[src/rtl/lt24_lcd_bus_receiver.sv]
`timescale 1ns/1ps
// ---------------------------------------------------------------------------
// lt24_lcd_bus_receiver
//
// Receive side of the LT24 8080-style LCD write bus (ILI9341 subset).
// Watches the bus driven by the LT24 controller, decodes the column/page
// address set commands (CASET/PASET) and memory writes (RAMWR and
// RAMWR-continue), and emits one pixel strobe per memory-write data word,
// tagged with the window-addressed (x,y) it lands on.
//
// Ports
//   clk_clk      in   1        system clock; all bus inputs are synchronous to it
//   reset_reset  in   1        asynchronous, active-high reset
//   lcd_cs_n     in   1        chip select, active low
//   lcd_rs       in   1        0 = command word, 1 = data word
//   lcd_wr_n     in   1        write strobe; the word is taken on its rising edge
//   lcd_rd_n     in   1        read strobe; a write seen while it is low is dropped
//   lcd_data     in   16       bus data; commands and parameters use [7:0]
//   lcd_reset_n  in   1        panel hardware reset, active low, synchronous
//   pix_valid    out  1        one-cycle pixel-write strobe
//   pix_x        out  COORD_W  pixel column
//   pix_y        out  COORD_W  pixel row
//   pix_rgb      out  16       RGB565 pixel data
//   pix_oob      out  1        one-cycle pulse: write landed outside the panel
//   display_on   out  1        set by DISPON (0x29), cleared by DISPOFF (0x28)
//   sleep_out    out  1        set by SLPOUT (0x11), cleared by SLPIN (0x10)
// ---------------------------------------------------------------------------
module lt24_lcd_bus_receiver #(
    parameter int H_RES   = 240,
    parameter int V_RES   = 320,
    parameter int COORD_W = 9
) (
    input  logic               clk_clk,
    input  logic               reset_reset,
    input  logic               lcd_cs_n,
    input  logic               lcd_rs,
    input  logic               lcd_wr_n,
    input  logic               lcd_rd_n,
    input  logic [15:0]        lcd_data,
    input  logic               lcd_reset_n,
    output logic               pix_valid,
    output logic [COORD_W-1:0] pix_x,
    output logic [COORD_W-1:0] pix_y,
    output logic [15:0]        pix_rgb,
    output logic               pix_oob,
    output logic               display_on,
    output logic               sleep_out
);

    typedef enum logic [1:0] {
        ST_IDLE,
        ST_CASET,
        ST_PASET,
        ST_RAMWR
    } state_t;

    localparam logic [7:0] CMD_SWRESET = 8'h01;
    localparam logic [7:0] CMD_SLPIN   = 8'h10;
    localparam logic [7:0] CMD_SLPOUT  = 8'h11;
    localparam logic [7:0] CMD_DISPOFF = 8'h28;
    localparam logic [7:0] CMD_DISPON  = 8'h29;
    localparam logic [7:0] CMD_CASET   = 8'h2A;
    localparam logic [7:0] CMD_PASET   = 8'h2B;
    localparam logic [7:0] CMD_RAMWR   = 8'h2C;
    localparam logic [7:0] CMD_RAMWRC  = 8'h3C;

    localparam logic [15:0] X_LIMIT = 16'(H_RES);
    localparam logic [15:0] Y_LIMIT = 16'(V_RES);
    localparam logic [15:0] X_LAST  = 16'(H_RES - 1);
    localparam logic [15:0] Y_LAST  = 16'(V_RES - 1);

    // Parameter index saturates here: anything after the 4th parameter is
    // swallowed until the next command.
    localparam logic [2:0] PARAM_DONE = 3'd4;

    // -----------------------------------------------------------------------
    // Input stage: every bus line registered once (stage A); wr_n registered
    // a second time (stage B) so a rising edge shows up as B=0, A=1.
    // -----------------------------------------------------------------------
    logic        a_cs_n;
    logic        a_rs;
    logic        a_wr_n;
    logic        a_rd_n;
    logic [15:0] a_data;
    logic        b_wr_n;

    // NOTE: clocked state uses non-blocking (<=) so every register samples
    // the pre-edge value of the others; blocking here would let stage B see
    // the value stage A is taking on the same edge and the edge would vanish.
    always_ff @(posedge clk_clk or posedge reset_reset) begin
        if (reset_reset) begin
            a_cs_n <= 1'b1;
            a_rs   <= 1'b0;
            a_wr_n <= 1'b1;
            a_rd_n <= 1'b1;
            a_data <= '0;
            b_wr_n <= 1'b1;
        end else begin
            a_cs_n <= lcd_cs_n;
            a_rs   <= lcd_rs;
            a_wr_n <= lcd_wr_n;
            a_rd_n <= lcd_rd_n;
            a_data <= lcd_data;
            b_wr_n <= a_wr_n;
        end
    end

    logic write_event;
    logic cmd_event;
    logic data_event;

    assign write_event = !b_wr_n && a_wr_n && !a_cs_n && a_rd_n;
    assign cmd_event   = write_event && !a_rs;
    assign data_event  = write_event &&  a_rs;

    // -----------------------------------------------------------------------
    // Decode state
    // -----------------------------------------------------------------------
    state_t      state;
    logic [2:0]  param_idx;
    logic [7:0]  start_hi;
    logic [7:0]  start_lo;
    logic [7:0]  end_hi;
    logic [15:0] sc;
    logic [15:0] ec;
    logic [15:0] sp;
    logic [15:0] ep;
    logic [15:0] x;
    logic [15:0] y;

    logic [15:0] next_x;
    logic [15:0] next_y;
    logic        in_range;
    logic [15:0] win_start;
    logic [15:0] win_end_raw;
    logic [15:0] win_end;

    // NOTE: every signal driven here gets a default at the top of the block,
    // so no path leaves one unassigned and no latch is inferred.
    always_comb begin
        next_x = x + 16'd1;
        next_y = y;
        if (x == ec) begin
            next_x = sc;
            next_y = (y == ep) ? sp : y + 16'd1;
        end

        in_range = (x < X_LIMIT) && (y < Y_LIMIT);

        // The 4th parameter is still on the bus when it is applied, so the
        // end value is assembled from the live low byte.
        win_start   = {start_hi, start_lo};
        win_end_raw = {end_hi, a_data[7:0]};
        win_end     = (win_start > win_end_raw) ? win_start : win_end_raw;
    end

    always_ff @(posedge clk_clk or posedge reset_reset) begin
        if (reset_reset) begin
            state      <= ST_IDLE;
            param_idx  <= '0;
            start_hi   <= '0;
            start_lo   <= '0;
            end_hi     <= '0;
            sc         <= '0;
            ec         <= X_LAST;
            sp         <= '0;
            ep         <= Y_LAST;
            x          <= '0;
            y          <= '0;
            pix_valid  <= 1'b0;
            pix_x      <= '0;
            pix_y      <= '0;
            pix_rgb    <= '0;
            pix_oob    <= 1'b0;
            display_on <= 1'b0;
            sleep_out  <= 1'b0;
        end else begin
            // Strobes are single-cycle unless re-asserted below.
            pix_valid <= 1'b0;
            pix_oob   <= 1'b0;

            if (!lcd_reset_n) begin
                // Panel reset wins over any write event in the same cycle.
                state      <= ST_IDLE;
                param_idx  <= '0;
                start_hi   <= '0;
                start_lo   <= '0;
                end_hi     <= '0;
                sc         <= '0;
                ec         <= X_LAST;
                sp         <= '0;
                ep         <= Y_LAST;
                x          <= '0;
                y          <= '0;
                pix_x      <= '0;
                pix_y      <= '0;
                pix_rgb    <= '0;
                display_on <= 1'b0;
                sleep_out  <= 1'b0;
            end else if (cmd_event) begin
                // Any command abandons a partially received parameter list.
                param_idx <= '0;
                case (a_data[7:0])
                    CMD_CASET:  state <= ST_CASET;
                    CMD_PASET:  state <= ST_PASET;
                    CMD_RAMWR: begin
                        state <= ST_RAMWR;
                        x     <= sc;
                        y     <= sp;
                    end
                    CMD_RAMWRC: state <= ST_RAMWR;
                    CMD_SWRESET: begin
                        state      <= ST_IDLE;
                        sc         <= '0;
                        ec         <= X_LAST;
                        sp         <= '0;
                        ep         <= Y_LAST;
                        display_on <= 1'b0;
                        sleep_out  <= 1'b0;
                    end
                    CMD_SLPIN: begin
                        state     <= ST_IDLE;
                        sleep_out <= 1'b0;
                    end
                    CMD_SLPOUT: begin
                        state     <= ST_IDLE;
                        sleep_out <= 1'b1;
                    end
                    CMD_DISPOFF: begin
                        state      <= ST_IDLE;
                        display_on <= 1'b0;
                    end
                    CMD_DISPON: begin
                        state      <= ST_IDLE;
                        display_on <= 1'b1;
                    end
                    default:    state <= ST_IDLE;
                endcase
            end else if (data_event) begin
                case (state)
                    ST_CASET, ST_PASET: begin
                        case (param_idx)
                            3'd0: start_hi <= a_data[7:0];
                            3'd1: start_lo <= a_data[7:0];
                            3'd2: end_hi   <= a_data[7:0];
                            3'd3: begin
                                // Window only changes once the full list is in.
                                if (state == ST_CASET) begin
                                    sc <= win_start;
                                    ec <= win_end;
                                end else begin
                                    sp <= win_start;
                                    ep <= win_end;
                                end
                            end
                            default: ;
                        endcase
                        if (param_idx != PARAM_DONE) begin
                            param_idx <= param_idx + 3'd1;
                        end
                    end
                    ST_RAMWR: begin
                        if (in_range) begin
                            pix_valid <= 1'b1;
                            pix_x     <= x[COORD_W-1:0];
                            pix_y     <= y[COORD_W-1:0];
                            pix_rgb   <= a_data;
                        end else begin
                            pix_oob <= 1'b1;
                        end
                        // The pointer walks the window even over off-panel
                        // words so later pixels keep their addresses.
                        x <= next_x;
                        y <= next_y;
                    end
                    default: ;
                endcase
            end
        end
    end

endmodule

[config.mk]
export PLATFORM = sky130hd
export DESIGN_NAME = lt24_lcd_bus_receiver
export DESIGN_NICKNAME = d
export VERILOG_FILES = /design/src/rtl/lt24_lcd_bus_receiver.sv
export SDC_FILE = /design/constraint.sdc
export NUM_CORES = 1
export LEC_CHECK = 0
export BUFFER_PORTS_ARGS = -buffer_cell sky130_fd_sc_hd__buf_2
export CAP_MARGIN = 20
export CORE_MARGIN = 2
export CORE_UTILIZATION = 60
export DETAILED_ROUTE_END_ITERATION = 8
export PLACE_DENSITY = 0.83
export SYNTH_ARGS = -nofsm -noshare
export SYNTH_HDL_FRONTEND = slang
export SYNTH_SLANG_ARGS = --single-unit
export TNS_END_PERCENT = 50
[constraint.sdc]
create_clock -name clk_clk -period 16 [get_ports clk_clk]
set_clock_uncertainty 0.15 [all_clocks]
set_input_delay 3.2 -clock clk_clk [delete_from_list [all_inputs] [get_ports clk_clk]]
set_output_delay 3.2 -clock clk_clk [all_outputs]
set_load 0.01 [all_outputs]
==> run_results.csv <==
group,metric,value,unit
status,status,"completed",
worst_setup_path,crit_family,"compound AO/OA/AOI/OAI gates",
logic_synthesis,synth_cell_types,70,
logic_synthesis,synth-edff-count,0,
die,io_pins,61,
cts,cts_tree,"built",
finish,diodes,0,
worst_setup_path,cp.required,16.17,ns
logic_synthesis,synth_warnings,0,
worst_setup_path,path_class,"in2reg",
pwr,p_leak,4.64,nW
sta,max_slew_margin,29.5,%
logic_synthesis,avgSynthCellArea,10.4,um2
cts,cts_setup_buffers,0,
placed_design,port_buffers,60,
die,initial_utilization,61.6,%
worst_hold_path,hp-class,"reg2reg",
route,drc_errors,0,
finish,layout_commonest_cell,"dfrtp_1",
grt,grt_max_degree,105,
pwr,total_power,973,uW
route,vias,7069,
worst_setup_path,arrival,5.13,ns
sta,worst_slew_pin_slew,1.06,ns
sta,rsz0062_at_grt,"false",
route,viasPerCell,6.43,
job,max_cap_viol_count,0,
route,firstDrtPassIters,7,
die,core,14500,um2
worst_setup_path,critPathBufInv,3,
grt,grt_pass1_vias,6924,
route,wl_per_cell,21.1,um
logic_synthesis,synth_nets,912,
worst_setup_path,crit_chain,"buf_2 > inv_1 > nor2_1 > buf_4 > a21oi_2 > o31ai_1 > o2bb2ai_1",
worst_setup_path,critical-path-slowest-cell,"a21oi_2",
logic_synthesis,netlist_area,8950,um2
die,std_cell_rows,44,
worst_setup_path,max_stage_delay,0.66,ns
route,antenna_left,0,
cts,h-tree-depth,4,
die,fp.dieW,126,um
die,die_height,126,um
cts,cts.sinks,184,
sta,setup_violations,0,
cts,cts_hold_buf,0,
placed_design,dpl.hpwl,15900,um
grt,grt_usage,30.2,%
grt,grt.overflow.total,0,
cts,cts_resized,0,
logic_synthesis,async_flop_share,100,%
sta,max_freq,202,MHz
sta,fin_setup_tns,0,ns
cts,clk_pin_slew,0.06,ns
finish,mostFrequentLayoutCells,"166 x dfrtp_1, 105 x nand2_1, 62 x o21ai_0",
logic_synthesis,synth-seq-area-share,51.7,%
grt,grt_first_pass_wirelength,37200,um
sta,hold_viol,0,
logic_synthesis,postSynthCellCount,863,
finish,area_growth,11.2,%
route,drt-total-wl,23100,um
cts,clockRootBuffer,"clkbuf_16",
sta,period_needed,4.96,ns
placed_design,gp_congestion,0.970,
sta,finalCritPeriodShare,31.0,%
worst_setup_path,cp_max_fo,18,
route,drt_iter0_drc,981,
sta,slew_violations,0,
cts,cts_buffers,17,
finish,drive_above_1_share,16.9,%
pwr,peakVddDrop,77.1,uV
grt,antenna_found_initial,0,
pwr,powerDensity,97.8,nW/um2
cts,clk_path_buf_depth,2,
finish,nets,951,
cts,clock_latency,0.44,ns
logic_synthesis,synth-main-ff-cell,"dfrtp_1",
logic_synthesis,ys_ff_latch,184,
worst_setup_path,crit_path_end_kind,"register",
worst_setup_path,startpoint_type,"input pin",
die,dieArea,15900,um2
[path summary, 6_finish.rpt]
check,start,endpoint,slack (ns),depth (start not counted)
max,lcd_reset_n,y[11]$_DFFE_PP0P_,11.04,7
max reg2reg,end_hi[5]$_DFFE_PP0P_,ep[4]$_DFFE_PP1P_,12.89,8
max in group asynchronous,reset_reset,ep[0]$_DFFE_PP1P_,11.70,4
min reg2reg,a_wr_n$_DFF_PP1_,b_wr_n$_DFF_PP1_,0.23,0
min,a_wr_n$_DFF_PP1_,b_wr_n$_DFF_PP1_,0.23,0
min in group asynchronous,reset_reset,pix_rgb[14]$_DFFE_PP0P_,2.81,2
[metrics by stage]
step | std cells | hold slack, ns | utilization [%] | setup WS [ns] | area (um2)
6_report | 1099 | 0.229 | 68.5 | 11.04 | 9950
5_1_grt | 1099 | 0.233 | 68.5 | 10.89 | 9950
4_1_cts | 1095 | 0.232 | 68.1 | 11.03 | 9890
3_5_place_dp | 1063 | 0.218 | 64.2 | 10.58 | 9330
3_3_place_gp | 1063 | 0.214 | 64.2 | 10.61 | 9330
2_1_floorplan | 863 | 0.208 | - | 7.68 | 8950
[synth_stat cells (10+ instances only)]
library cell | count | area, um2
a22o_1 | 37 | 324
nor3_1 | 12 | 60.1
and2_1 | 14 | 87.6
inv_1 | 62 | 233
a21oi_1 | 16 | 80.1
nor2_1 | 33 | 124
dfstp_2 | 18 | 473
nor2b_1 | 12 | 75.1
nand3_1 | 24 | 120
o2bb2ai_1 | 14 | 123
nand2_1 | 105 | 394
o31ai_1 | 10 | 75.1
o21ai_0 | 62 | 310
o221ai_1 | 14 | 123
xor2_1 | 32 | 280
ha_1 | 26 | 325
nor4_1 | 11 | 68.8
a31oi_1 | 12 | 75.1
clkbuf_1 | 33 | 124
nand4_1 | 10 | 62.6
mux2i_1 | 30 | 300
dfrtp_1 | 166 | 4150
o22ai_1 | 13 | 81.3
[registers in the layout, summed over array words and instances, names as in the netlist, 2 cells and up]
signal,cells
y,16
ec,16
pix_y,9
sc,16
pix_x,9
ep,16
start_hi,8
a_data,16
start_lo,8
x,16
state,2
end_hi,8
param_idx,3
sp,16
pix_rgb,16
[per-layer routing]
layer / track usage (%) / vias to the layer above / part of all wire, %
li1: - / 3191 / -
met1: 42.5 / 3441 / 42
met2: 45.4 / 372 / 46
met3: 6.97 / 65 / 8.4
met4: 12.9 / 0 / 3.8
met5: 0 / - / 0
[power by group]
part	total (mW)	internal, mW	switching [mW]	leakage (nW)
Sequential	0.492	0.477	0.0150	2.44
Clock	0.407	0.221	0.187	0.260
Combinational	0.0732	0.0235	0.0498	1.94
[cell type report]
cell class / instances / area (um2)
Clock buffer: 20 / 447
Clock inverter: 12 / 116
Fill cell: 1126 / 4580
Inverter: 62 / 238
Multi-Input combinational cell: 567 / 3890
Sequential cell: 184 / 4630
Tap cell: 184 / 230
Timing Repair Buffer: 70 / 403
[cell families (layout without fill, tap and decap cells)]
logic type                 after synthesis  in the layout  share of synthesized area (%)
DFF                                    184            184                           51.7
AOI/OAI and AO/OA                      222            222                           18.2
and+or+nand+nor                        256            256                           14.6
muxes                                   31             31                           3.48
buffers and inverters                  112            164                           5.26
xor gates and xnor gates                32             32                           3.13
adders and majority gates               26             26                           3.63
Note: power is estimated with default switching activity, not from simulation.
